--- src/rtl/fetch_unit.sv ---
// fetch_unit: instruction-fetch stage of the 16-bit CPU.
//
// Owns the program counter and drives it to a byte-addressed instruction
// memory with asynchronous read. The big-endian 16-bit word returned for the
// current PC is captured into the IF/ID register on the next rising edge.
// The stage also handles decoder back-pressure, redirects from execute and
// a halt opcode that stops fetching until a redirect or reset.
//
// State table:
//   state  | meaning
//   S_RUN  | fetching; one word per unstalled cycle, PC advances by 2
//   S_HALT | halt opcode fetched; PC frozen, IF/ID drained after delivery
//
// Ports:
//   i_clock             sole clock, rising edge
//   i_reset             synchronous, active-high reset
//   o_pc                registered fetch address (always even, < MEM_BYTES)
//   i_instruction       memory read data for o_pc, same cycle
//   i_stall             decoder cannot accept a new IF/ID word
//   i_redirect          fetch from i_redirect_target and flush IF/ID
//   i_redirect_target   new fetch address, bit 0 ignored
//   o_ifid_instruction  latched instruction word
//   o_ifid_pc           address the latched word was fetched from
//   o_ifid_valid        IF/ID holds a live instruction
//   o_halted            fetch is stopped in S_HALT
module fetch_unit #(
    parameter int          MEM_BYTES   = 128,
    parameter logic [15:0] RESET_PC    = 16'h0000,
    parameter logic [3:0]  HALT_OPCODE = 4'hF
) (
    input  logic        i_clock,
    input  logic        i_reset,
    output logic [15:0] o_pc,
    input  logic [15:0] i_instruction,
    input  logic        i_stall,
    input  logic        i_redirect,
    input  logic [15:0] i_redirect_target,
    output logic [15:0] o_ifid_instruction,
    output logic [15:0] o_ifid_pc,
    output logic        o_ifid_valid,
    output logic        o_halted
);

    // Keeps the PC inside memory and even; upper bits are forced to zero.
    localparam logic [15:0] PC_MASK = 16'(MEM_BYTES - 1) & 16'hFFFE;

    typedef enum logic {
        S_RUN  = 1'b0,
        S_HALT = 1'b1
    } state_t;

    state_t      r_state;
    state_t      w_state_next;
    logic [15:0] r_pc;
    logic [15:0] w_pc_next;
    logic [15:0] r_ifid_instruction;
    logic [15:0] w_ifid_instruction_next;
    logic [15:0] r_ifid_pc;
    logic [15:0] w_ifid_pc_next;
    logic        r_ifid_valid;
    logic        w_ifid_valid_next;

    logic [15:0] w_pc_inc;
    logic [15:0] w_redirect_pc;
    logic        w_is_halt;

    assign w_pc_inc      = (r_pc + 16'd2) & PC_MASK;
    assign w_redirect_pc = {i_redirect_target[15:1], 1'b0} & PC_MASK;
    assign w_is_halt     = (i_instruction[15:12] == HALT_OPCODE);

    always_comb begin
        w_state_next            = r_state;
        w_pc_next               = r_pc;
        w_ifid_instruction_next = r_ifid_instruction;
        w_ifid_pc_next          = r_ifid_pc;
        w_ifid_valid_next       = r_ifid_valid;

        if (i_redirect) begin
            // Redirect beats stall and halt; the IF/ID word is squashed but
            // its data/PC fields keep their old contents.
            w_pc_next         = w_redirect_pc;
            w_ifid_valid_next = 1'b0;
            w_state_next      = S_RUN;
        end else begin
            case (r_state)
                S_HALT: begin
                    // Halt word stays visible while stalled, then drains.
                    if (!i_stall) begin
                        w_ifid_valid_next = 1'b0;
                    end
                end
                S_RUN: begin
                    if (!i_stall) begin
                        w_ifid_instruction_next = i_instruction;
                        w_ifid_pc_next          = r_pc;
                        w_ifid_valid_next       = 1'b1;
                        if (w_is_halt) begin
                            w_state_next = S_HALT;
                        end else begin
                            w_pc_next = w_pc_inc;
                        end
                    end
                end
                default: begin
                    w_state_next = S_RUN;
                end
            endcase
        end
    end

    always_ff @(posedge i_clock) begin
        if (i_reset) begin
            r_state            <= S_RUN;
            r_pc               <= RESET_PC;
            r_ifid_instruction <= 16'h0000;
            r_ifid_pc          <= 16'h0000;
            r_ifid_valid       <= 1'b0;
        end else begin
            r_state            <= w_state_next;
            r_pc               <= w_pc_next;
            r_ifid_instruction <= w_ifid_instruction_next;
            r_ifid_pc          <= w_ifid_pc_next;
            r_ifid_valid       <= w_ifid_valid_next;
        end
    end

    assign o_pc               = r_pc;
    assign o_ifid_instruction = r_ifid_instruction;
    assign o_ifid_pc          = r_ifid_pc;
    assign o_ifid_valid       = r_ifid_valid;
    assign o_halted           = (r_state == S_HALT);

endmodule
--- config.mk ---
export PLATFORM = sky130hd
export DESIGN_NAME = fetch_unit
export DESIGN_NICKNAME = d
export VERILOG_FILES = /design/src/rtl/fetch_unit.sv
export SDC_FILE = /design/constraint.sdc
export NUM_CORES = 1
export LEC_CHECK = 0
export ABC_CLOCK_PERIOD_IN_PS = 2100
export CORE_MARGIN = 2
export CORE_UTILIZATION = 37
export DETAILED_ROUTE_END_ITERATION = 8
export PLACE_DENSITY = 0.8
export SYNTH_ARGS = -nofsm -noshare
export SYNTH_HDL_FRONTEND = slang
export SYNTH_SLANG_ARGS = --single-unit
--- constraint.sdc ---
create_clock -name i_clock -period 2.1 [get_ports i_clock]
set_clock_uncertainty 0.1 [all_clocks]
set_input_delay 0.63 -clock i_clock [delete_from_list [all_inputs] [get_ports i_clock]]
set_output_delay 0.63 -clock i_clock [all_outputs]
set_load 0.02 [all_outputs]
==> flow_metrics.tcl <==
set metrics [dict create \
    timing.critical_path.slowest_stage_cell "clkdlybuf4s50_1" \
    port_buffers 55 \
    die_height_um 65.38 \
    tns_ns 0 \
    cts_buffers 5 \
    synth.yosys.seq_area_share 0.4309 \
    finalWeightedCongestion 0.7883 \
    power.share.combinational 0.211 \
    yosysWarnings 0 \
    syn_area_per_cell_sq_um 8.104 \
    leakagePower_nw 0.8339 \
    synth_cells 172 \
    groute.usage.overall 0.1599 \
    run_status "finished clean" \
    timing.critical_path.required_ns 1.37 \
    timing.critical_path.fanout_max 5 \
    ctsLongestPathBuffers 2 \
    number_of_inserted_filler_cells_in_the_final_layout 348 \
    grt_pass1_vias 1181 \
    pwr-share-clk 0.344 \
    finalWirelength_mm 3.306 \
    whs_endpoint "o_ifid_instruction[6]$_SDFFE_PP0P_" \
    setup_viol 0 \
    die_area_sq_mm 0.004274 \
    most_frequent_cells_in_the_layout "53 x clkdlybuf4s50_1, 44 x nand2_1, 30 x dfxtp_1" \
    swShare 0.2756 \
    reg2regPathDepth 4 \
    ys_types 35 \
    drcViolationCount 0 \
    post-cts-setup-buffers 0 \
    global_route.overflow_total 0 \
    cts_max_level 2 \
    cell_family_with_the_largest_share_of_critical_path_delay "buffers and inverters" \
    routed_via_density 4.742 \
    antenna_found_initial 0 \
    core_area_sq_mm 0.003633 \
    criticalPathCategory "flop to primary output" \
    rows 22 \
    grt_use_met1 0.1862 \
    hp-start "o_ifid_instruction[6]$_SDFFE_PP0P_" \
    edff_count_synth 0 \
    timing.final.crit_period_ns 2.054 \
    routed_wire_length_per_instance_um 11.52 \
    ir_worst_vdd_v 0.0004408 \
    io_pins 86 \
    drv_cap 0 \
    power.sequential.fraction 0.446 \
    grtUsageMet2 0.2602 \
    path_cells "clkdlybuf4s50_1" \
    layout_commonest_cell "clkdlybuf4s50_1" \
    detailed_place.area_sq_mm 0.002006 \
    grt_pass1_wl_mm 5.250 \
    grt.met3_usage 0.05479 \
    drive_above_1_share 0.1004 \
    starting_drc_count_in_detailed_routing 56 \
    seq_cells_post_synth 30 \
    endpoint_kind "primary output" \
    insertion_delay_ns 0.28 \
    synth_ff_type "dfxtp_1" \
    startpoint_type "flop" \
    cts_root_buf "clkbuf_8" \
    maximum_number_of_pins_on_one_net_before_global_route_repair 23 \
    p_switching_mw 0.3809 \
    worstHoldPathCells 2 \
    final_area_sq_mm 0.002098 \
    share_of_flip_flops_with_an_asynchronous_set_or_reset 0 \
    critical_path_arrival_ns 1.32 \
    cell_internal_pwr_mw 1.001 \
    synth_top_area_share 0.4309 \
    cts.clk_slew.worst_paths_ns 0.06 \
    start_util 0.3836 \
    achievable_clock_frequency_mhz 486.9 \
    syn_to_final_growth_pct 50.54 \
    netlist_area_sq_mm 0.001394 \
    finalHoldViolations 0 \
    num-nets-final 275 \
    globalRoute.busiestLayer "met2" \
    cts_tree "built" \
    max_stage_delay_ns 0.64 \
    maxSlewViolCount 0 \
    synthDominantAreaCellType "dfxtp_1" \
    path_buf_inv 1 \
    drt_pre_antenna_iters 4 \
    synth.top_cells.by_area "dfxtp_1 43%, nand2_1 12%, buf_4 11%, a21oi_1 8.3%, buf_2 2.2%" \
    regToRegStartpoint "o_pc[4]$_SDFFE_PP0P_" \
    vias 1361 \
    layout_worst_path_cycle_share 0.9780 \
    power_density_mw_per_mm2 658.6 \
    worstHoldPathType "flop to flop" \
    grt_setup_unrepaired "no" \
    reg2reg_slack_ns 0.65 \
    dpl.hpwl_mm 2.380 \
    sink_count_of_the_clock_tree 30 \
    drt.antenna.violating_nets 0 \
    die-width_um 65.38 \
    antenna_cells 0 \
    total_power_mw 1.382 \
    critical_path.reg2reg.endpoint "o_pc[6]$_SDFFE_PP0P_" \
]
[Yosys cell counts, types with 3 or more instances]
cell type / instances
o311a_1: 3
nand2_1: 44
nand3_1: 3
buf_2: 6
inv_1: 3
nand2b_1: 3
a21oi_1: 23
clkbuf_1: 3
dfxtp_1: 30
nor2_1: 3
buf_4: 20
[logic make-up (layout without fill, tap and decap cells)]
group,Yosys count,in the layout,share of synthesized area
simple gates,70,70,0.2442
other cells,1,20,0.002690
buf+inv,33,81,0.1481
flops,30,30,0.4309
compound gates,37,37,0.1652
fa+ha+maj,1,1,0.008975
[area by class of cell]
class	count	area [sq um]	share of cell area
repair buffers	70	676.9	0.3226
multi-input cells	128	658.1	0.3137
flip-flops and latches	30	600.6	0.2862
clock buffers	7	86.33	0.04114
well taps	48	60.06	0.02862
inverters	3	11.26	0.005367
clock inverters	1	5.005	0.002385
[how the worst max path moves through the flow]
stage,depth (start not counted),to,startpoint
after floorplan,5,o_ifid_instruction[0]$_SDFFE_PP0P_,i_redirect
after global placement,4,o_pc[6]$_SDFFE_PP0P_,i_instruction[14]
after detailed placement,4,o_pc[6]$_SDFFE_PP0P_,i_stall
after CTS,1,o_pc[5],o_pc[5]$_SDFFE_PP0P_
after global routing,1,o_pc[3],o_pc[3]$_SDFFE_PP0P_
final,1,o_pc[3],o_pc[3]$_SDFFE_PP0P_
[routing by layer]
| metal | share of wire | routed length (um) |
|---|---|---|
| met1 | 0.42 | 1396 |
| met2 | 0.47 | 1569 |
| met3 | 0.080 | 263 |
| met4 | 0.023 | 76 |
| met5 | 0 | 0 |
[state kept, by name, summed over array words and instances (netlist names)]
name	count
o_ifid_valid	1
o_pc	6
o_halted	1
o_ifid_pc	6
o_ifid_instruction	16
[power by group through the flow]
stage | registers [mW] | clock network [mW] | logic, mW
finish | 0.616 | 0.475 | 0.291
global route | 0.620 | 0.510 | 0.314
CTS | 0.616 | 0.488 | 0.293
detailed placement | 0.629 | 0 | 0.292
global placement | 0.628 | 0 | 0.289
floorplan | 0.666 | 0 | 0.135
[stage by stage]
stage / hold slack [ns] / worst slack (ns) / utilization / std cells
3_3_place_gp: 0.3417 / -0.07190 / 0.5520 / 279
6_report: 0.3524 / 0.04616 / 0.5775 / 287
2_1_floorplan: 0.4333 / 0.3875 / - / 191
3_5_place_dp: 0.3453 / -0.08759 / 0.5520 / 279
5_1_grt: 0.3717 / 0.008534 / 0.5775 / 287
4_1_cts: 0.3539 / 0.01489 / 0.5768 / 287
[timing repair]
action	4_1_cts	5_1_grt
gates cloned	0	0
hold buffers	0	0
resized for setup	1	1
endpoints found under the setup margin	1	1
Power figures use the tool's default switching activity.
